`src/rtl/uart_echo_buffer.sv`:
```
// Echo buffer between UART RX and TX: FIFO-decoupled loopback with pause/drain,
// overflow/drop accounting and a shifting hex history for 7-segment digits.
module uart_echo_buffer #(
  parameter int DATA_WIDTH     = 8,
  parameter int FIFO_DEPTH     = 16,
  parameter int NUM_DIGITS     = 2,
  parameter int DROP_CNT_WIDTH = 8
) (
  input  logic                          i_Clk,
  input  logic                          i_Rst_L,
  input  logic                          i_RX_DV,
  input  logic [DATA_WIDTH-1:0]         i_RX_Byte,
  input  logic                          i_TX_Active,
  input  logic                          i_Pause,
  input  logic                          i_Clear_Ovf,
  output logic                          o_TX_DV,
  output logic [DATA_WIDTH-1:0]         o_TX_Byte,
  output logic [4*NUM_DIGITS-1:0]       o_Display,
  output logic [$clog2(FIFO_DEPTH):0]   o_Fill_Level,
  output logic                          o_Full,
  output logic                          o_Empty,
  output logic                          o_Overflow,
  output logic [DROP_CNT_WIDTH-1:0]     o_Drop_Count
);

  localparam int AW     = $clog2(FIFO_DEPTH);
  localparam int LW     = AW + 1;
  localparam int DISP_W = 4 * NUM_DIGITS;
  localparam logic [DROP_CNT_WIDTH-1:0] CNT_MAX = '1;

  typedef enum logic [1:0] {IDLE, WAIT_START, WAIT_END} state_t;

  logic [DATA_WIDTH-1:0]        mem [FIFO_DEPTH];
  logic [AW-1:0]                wr_ptr, rd_ptr;
  state_t                       state;
  logic                         pop, push, drop;
  logic [LW-1:0]                level_nxt;
  logic [DISP_W+DATA_WIDTH-1:0] disp_shift;

  // A full FIFO still accepts a word when the head leaves in the same cycle.
  always_comb begin
    pop        = (state == IDLE) && !o_Empty && !i_Pause && !i_TX_Active;
    push       = i_RX_DV && (!o_Full || pop);
    drop       = i_RX_DV && !push;
    level_nxt  = o_Fill_Level + LW'(push) - LW'(pop);
    disp_shift = {o_Display, i_RX_Byte};
  end

  // Storage carries no reset; only pointers define valid contents.
  always_ff @(posedge i_Clk) begin
    if (push) mem[wr_ptr] <= i_RX_Byte;
  end

  always_ff @(posedge i_Clk or negedge i_Rst_L) begin
    if (!i_Rst_L) begin
      wr_ptr       <= '0;
      rd_ptr       <= '0;
      o_Fill_Level <= '0;
      o_Full       <= 1'b0;
      o_Empty      <= 1'b1;
      o_TX_DV      <= 1'b0;
      o_TX_Byte    <= '0;
      o_Display    <= '0;
      o_Overflow   <= 1'b0;
      o_Drop_Count <= '0;
      state        <= IDLE;
    end else begin
      o_TX_DV <= 1'b0;
      if (push) wr_ptr <= wr_ptr + AW'(1);
      if (pop)  rd_ptr <= rd_ptr + AW'(1);
      o_Fill_Level <= level_nxt;
      o_Full       <= (level_nxt == LW'(FIFO_DEPTH));
      o_Empty      <= (level_nxt == '0);

      if (i_RX_DV) o_Display <= disp_shift[DISP_W-1:0];

      // A drop in the same cycle as a clear restarts the count at one.
      if (drop) begin
        o_Overflow <= 1'b1;
        if (i_Clear_Ovf)              o_Drop_Count <= DROP_CNT_WIDTH'(1);
        else if (o_Drop_Count != CNT_MAX) o_Drop_Count <= o_Drop_Count + DROP_CNT_WIDTH'(1);
      end else if (i_Clear_Ovf) begin
        o_Overflow   <= 1'b0;
        o_Drop_Count <= '0;
      end

      case (state)
        IDLE: begin
          if (pop) begin
            o_TX_Byte <= mem[rd_ptr];
            o_TX_DV   <= 1'b1;
            state     <= WAIT_START;
          end
        end
        WAIT_START: if (i_TX_Active)  state <= WAIT_END;
        WAIT_END:   if (!i_TX_Active) state <= IDLE;
        default:    state <= IDLE;
      endcase
    end
  end

endmodule

```
`config.mk`:
```
export PLATFORM = sky130hd
export DESIGN_NAME = uart_echo_buffer
export DESIGN_NICKNAME = d
export VERILOG_FILES = /design/src/rtl/uart_echo_buffer.sv
export SDC_FILE = /design/constraint.sdc
export NUM_CORES = 1
export LEC_CHECK = 0
export BUFFER_PORTS_ARGS = -buffer_cell sky130_fd_sc_hd__buf_2
export CAP_MARGIN = 20
export CELL_PAD_IN_SITES_DETAIL_PLACEMENT = 0
export CELL_PAD_IN_SITES_GLOBAL_PLACEMENT = 1
export CORE_MARGIN = 4
export CORE_UTILIZATION = 56
export DETAILED_ROUTE_END_ITERATION = 8
export PLACE_DENSITY_LB_ADDON = 0.1
export SYNTH_ARGS = -nofsm -noshare
export SYNTH_HDL_FRONTEND = slang
export SYNTH_SLANG_ARGS = --single-unit
```
`constraint.sdc`:
```
create_clock -name i_Clk -period 5.4 [get_ports i_Clk]
set_input_delay 0.54 -clock i_Clk [delete_from_list [all_inputs] [get_ports i_Clk]]
set_output_delay 0.54 -clock i_Clk [all_outputs]
set_load 0.1 [all_outputs]
```
==> impl_metrics.xml <==
<?xml version="1.0" encoding="UTF-8"?>
<metrics>
  <group name="run_status">
    <metric name="status" unit="">completed</metric>
  </group>
  <group name="clock_tree">
    <metric name="hold_buffer_count_at_cts" unit="">0</metric>
    <metric name="cts_made_buffers" unit="">17</metric>
    <metric name="cts_resized" unit="">0</metric>
    <metric name="clock-sinks" unit="">171</metric>
    <metric name="htree_levels" unit="">4</metric>
    <metric name="cts_root_buf" unit="">clkbuf_16</metric>
    <metric name="post-cts-setup-buffers" unit="">0</metric>
    <metric name="clock_path_buffers" unit="">2</metric>
    <metric name="clk_slew_on_worst_s_h_paths" unit="ps">60</metric>
    <metric name="worst_skew_pair.late_latency" unit="ps">420</metric>
    <metric name="tritoncts" unit="">yes</metric>
  </group>
  <group name="sta">
    <metric name="setup-tns-final" unit="ps">0</metric>
    <metric name="setup_repair_after_global_routing_missed_its_margin" unit="">no</metric>
    <metric name="finalMaxSlewViolations" unit="">0</metric>
    <metric name="finalSetupViolCount" unit="">0</metric>
    <metric name="tightestPinTransition" unit="ps">1060</metric>
    <metric name="timing.clock.skew" unit="ps">6.469</metric>
    <metric name="timing.final.hold_violations" unit="">0</metric>
    <metric name="final_min_period_over_clock_period" unit="">0.6126</metric>
    <metric name="timing.fmax" unit="GHz">0.3023</metric>
    <metric name="final_period_minus_worst_setup_slack" unit="ps">3308</metric>
    <metric name="worst_slew_margin_rel" unit="">0.2876</metric>
  </group>
  <group name="pwr">
    <metric name="ir_worst_vdd" unit="mV">0.3507</metric>
    <metric name="powerDensity" unit="mW/mm2">581.9</metric>
    <metric name="leakagePower" unit="nW">2.920</metric>
  </group>
  <group name="floorplanning">
    <metric name="dieWidth" unit="um">120.3</metric>
    <metric name="initial_core_util" unit="">0.5806</metric>
    <metric name="site_row_count" unit="">40</metric>
    <metric name="pin_count" unit="">47</metric>
    <metric name="area_of_the_core" unit="mm2">0.01216</metric>
    <metric name="floorplan.die.height" unit="um">120.3</metric>
    <metric name="die_area" unit="mm2">0.01447</metric>
  </group>
  <group name="layout">
    <metric name="post_route_cells_drive_above_1_share" unit="">0.3205</metric>
    <metric name="synthToLayoutAreaGrowth" unit="%">12.33</metric>
    <metric name="fin_util" unit="">0.6522</metric>
    <metric name="final_antenna_diode_count" unit="">0</metric>
    <metric name="nNetsFinal" unit="">456</metric>
  </group>
  <group name="drt">
    <metric name="via_count" unit="">3541</metric>
    <metric name="wl_per_cell" unit="um">21.27</metric>
    <metric name="via_density_per_instance" unit="">5.795</metric>
    <metric name="dr.first_iter.drc_count" unit="">360</metric>
    <metric name="wl" unit="um">12990</metric>
    <metric name="ant_nets" unit="">0</metric>
    <metric name="drt_pre_antenna_iters" unit="">4</metric>
    <metric name="route.detailed.drc" unit="">0</metric>
  </group>
  <group name="grt">
    <metric name="grt-busiest-layer" unit="">met1</metric>
    <metric name="grt_util_met3" unit="">0.04958</metric>
    <metric name="grt_pass1_vias" unit="">3594</metric>
    <metric name="grt_pass1_wl" unit="um">20870</metric>
    <metric name="overall_global_routing_resource_usage" unit="">0.1984</metric>
    <metric name="maximum_number_of_pins_on_one_net_before_global_route_repair" unit="">44</metric>
    <metric name="met1_usage" unit="">0.2954</metric>
    <metric name="grt_overflow" unit="">0</metric>
    <metric name="global_route.usage.met2" unit="">0.2863</metric>
    <metric name="grt_antenna_before_repair" unit="">0</metric>
  </group>
  <group name="synth">
    <metric name="yosys.area.top_type_share" unit="">0.5444</metric>
    <metric name="synth.top_cells.by_area" unit="">edfxtp_1 54%, dfrtp_1 15%, mux4_2 10%</metric>
    <metric name="syn_area" unit="mm2">0.007061</metric>
    <metric name="yosysWarnings" unit="">0</metric>
    <metric name="most_area_hungry_cell_type_in_the_yosys_netlist" unit="">edfxtp_1</metric>
    <metric name="yosys.area_share.adder" unit="">0.02233</metric>
    <metric name="ys_ff_latch" unit="">171</metric>
    <metric name="syn_inst" unit="">382</metric>
    <metric name="number_of_enable_flip_flop_cells_after_synthesis" unit="">128</metric>
    <metric name="post_synth_xor_area_fraction" unit="">0.01365</metric>
    <metric name="mappedNetlistNets" unit="">408</metric>
    <metric name="postSynth.asyncResetShare" unit="">0.2515</metric>
    <metric name="synthTopCellsByCount" unit="">128 x edfxtp_1, 42 x dfrtp_1, 32 x mux4_2</metric>
    <metric name="synth.area.mux_share" unit="">0.1278</metric>
    <metric name="synth.distinct_cells" unit="">51</metric>
    <metric name="combinational_family_with_the_most_area_after_synthesis" unit="">multiplexers</metric>
    <metric name="yosysSeqAreaShare" unit="">0.6970</metric>
    <metric name="most_used_flip_flop_cell_after_synthesis" unit="">edfxtp_1</metric>
    <metric name="post_synth_and_or_nand_nor_area_fraction" unit="">0.05759</metric>
    <metric name="synth.most_common_cell" unit="">edfxtp_1</metric>
    <metric name="synth_area_per_cell" unit="um2">18.48</metric>
    <metric name="synth_compound_area_frac" unit="">0.05582</metric>
  </group>
  <group name="setup_path">
    <metric name="setup.worst_path.end_class" unit="">register</metric>
    <metric name="timing.critical_path.from" unit="">state[1]$_DFFE_PN0P_</metric>
    <metric name="worstPathRequired" unit="ps">5730</metric>
    <metric name="worst_r2r_startpoint" unit="">state[1]$_DFFE_PN0P_</metric>
    <metric name="critPathLaunchType" unit="">register</metric>
    <metric name="cp_data_arrival_time" unit="ps">3640</metric>
    <metric name="cp_max_fo" unit="">11</metric>
    <metric name="worstSetupPathType" unit="">reg2reg</metric>
  </group>
  <group name="placed_design">
    <metric name="dp_hpwl" unit="um">8637</metric>
    <metric name="buffer_ports.inserted" unit="">46</metric>
    <metric name="globalplace.congestion" unit="">0.8132</metric>
  </group>
  <group name="hold_path">
    <metric name="worst_hold_path_type" unit="">in2async</metric>
  </group>
  <group name="job">
    <metric name="max_cap_viols" unit="">0</metric>
  </group>
</metrics>
metal layers:
metal | wire length [um] | share of wire
met4 | 262 | 0.020
met3 | 874 | 0.067
met2 | 5991 | 0.46
met1 | 5866 | 0.45
met5 | 0 | 0
state kept, by name (all words and copies together) (netlist names):
name and flops:
o_TX_Byte 8, o_Empty 1, o_Full 1, rd_ptr 4
o_TX_DV 1, state 2, o_Display 8, mem 128
o_Drop_Count 8, wr_ptr 4, o_Fill_Level 5, o_Overflow 1
final timing paths:
check | to | slack, ps | depth (start not counted)
min in group i_Clk | state[1]$_DFFE_PN0P_ | 380 | 2
min reg2reg | o_TX_Byte[3]$_DFFE_PN0P_ | 470 | 1
max reg2reg | o_Full$_DFF_PN0_ | 2090 | 11
max | o_Full$_DFF_PN0_ | 2090 | 11
min | o_TX_DV$_DFF_PN0_ | 280 | 1
max in group asynchronous | o_Display[5]$_DFFE_PN0P_ | 4510 | 1
logic make-up (layout without fill, tap and decap cells):
| logic type | Yosys count | count (layout) |
|---|---|---|
| buffers and inverters | 35 | 96 |
| AOI/OAI and AO/OA | 47 | 47 |
| muxes | 49 | 49 |
| xor gates and xnor gates | 11 | 11 |
| adders and majority gates | 12 | 12 |
| and+or+nand+nor | 57 | 57 |
| DFF | 171 | 171 |
through the flow:
step           total power, mW  setup slack, ps  cells  cell area, um2  hold WS [ps]
2_1_floorplan            3.231             2245    382            7061         244.4
3_3_place_gp             3.545             1932    579            7397         458.5
3_5_place_dp             3.566             1809    579            7397         461.3
4_1_cts                  4.667             2089    611            7931         303.6
5_1_grt                  4.858             1930    611            7931         340.7
6_report                 4.616             2092    611            7931         278.0
cell usage in the layout, fill, tap and decap left out, drive strengths merged, types with 2 or more instances in the layout:
cell    synthesis  layout
o22ai           8       8
or4             3       3
o31ai           2       2
nor3            3       3
a21oi           7       7
buf            19      49
inv            15      17
xor2            3       3
mux2i           8       8
o21ai           3       3
clkbuf          1      20
and3            3       3
a211oi          8       8
or2             3       3
a21o           11      11
o41ai           2       2
nand3           6       6
dfrtp          42      42
xnor2           8       8
o311ai          2       2
nor4b           4       4
mux4           32      32
nor4            4       4
nand2          10      10
mux2            9       9
nand4           3       3
edfxtp        128     128
clkinv          0       8
nor2           11      11
ha             11      11
critical path, cell delays in order (launching register included):
cell and delay, ps:
dfrtp_1 410, or4_4 580, o21ai_4 200, nand2_2 270
ha_1 390, inv_1 40, ha_1 200, fa_1 400
a21o_1 170, a21oi_1 180, xnor2_1 180, nor3b_1 210
where the power goes:
part | internal (mW) | total, mW | switching, mW
clock network | 0.630 | 1.10 | 0.468
registers | 1.64 | 1.84 | 0.197
logic | 0.553 | 1.68 | 1.13
total | 2.82 | 4.62 | 1.79
layout make-up:
class                      instances  area, um2
sequential                       171       4921
fill                             862       4230
multi-input combinational        176       1957
clock buffer                      20      436.7
timing repair buffer              49      252.7
tap                              168      210.2
clock inverter                    12      97.59
inverter                          15      56.30
Power figures use the tool's default switching activity.
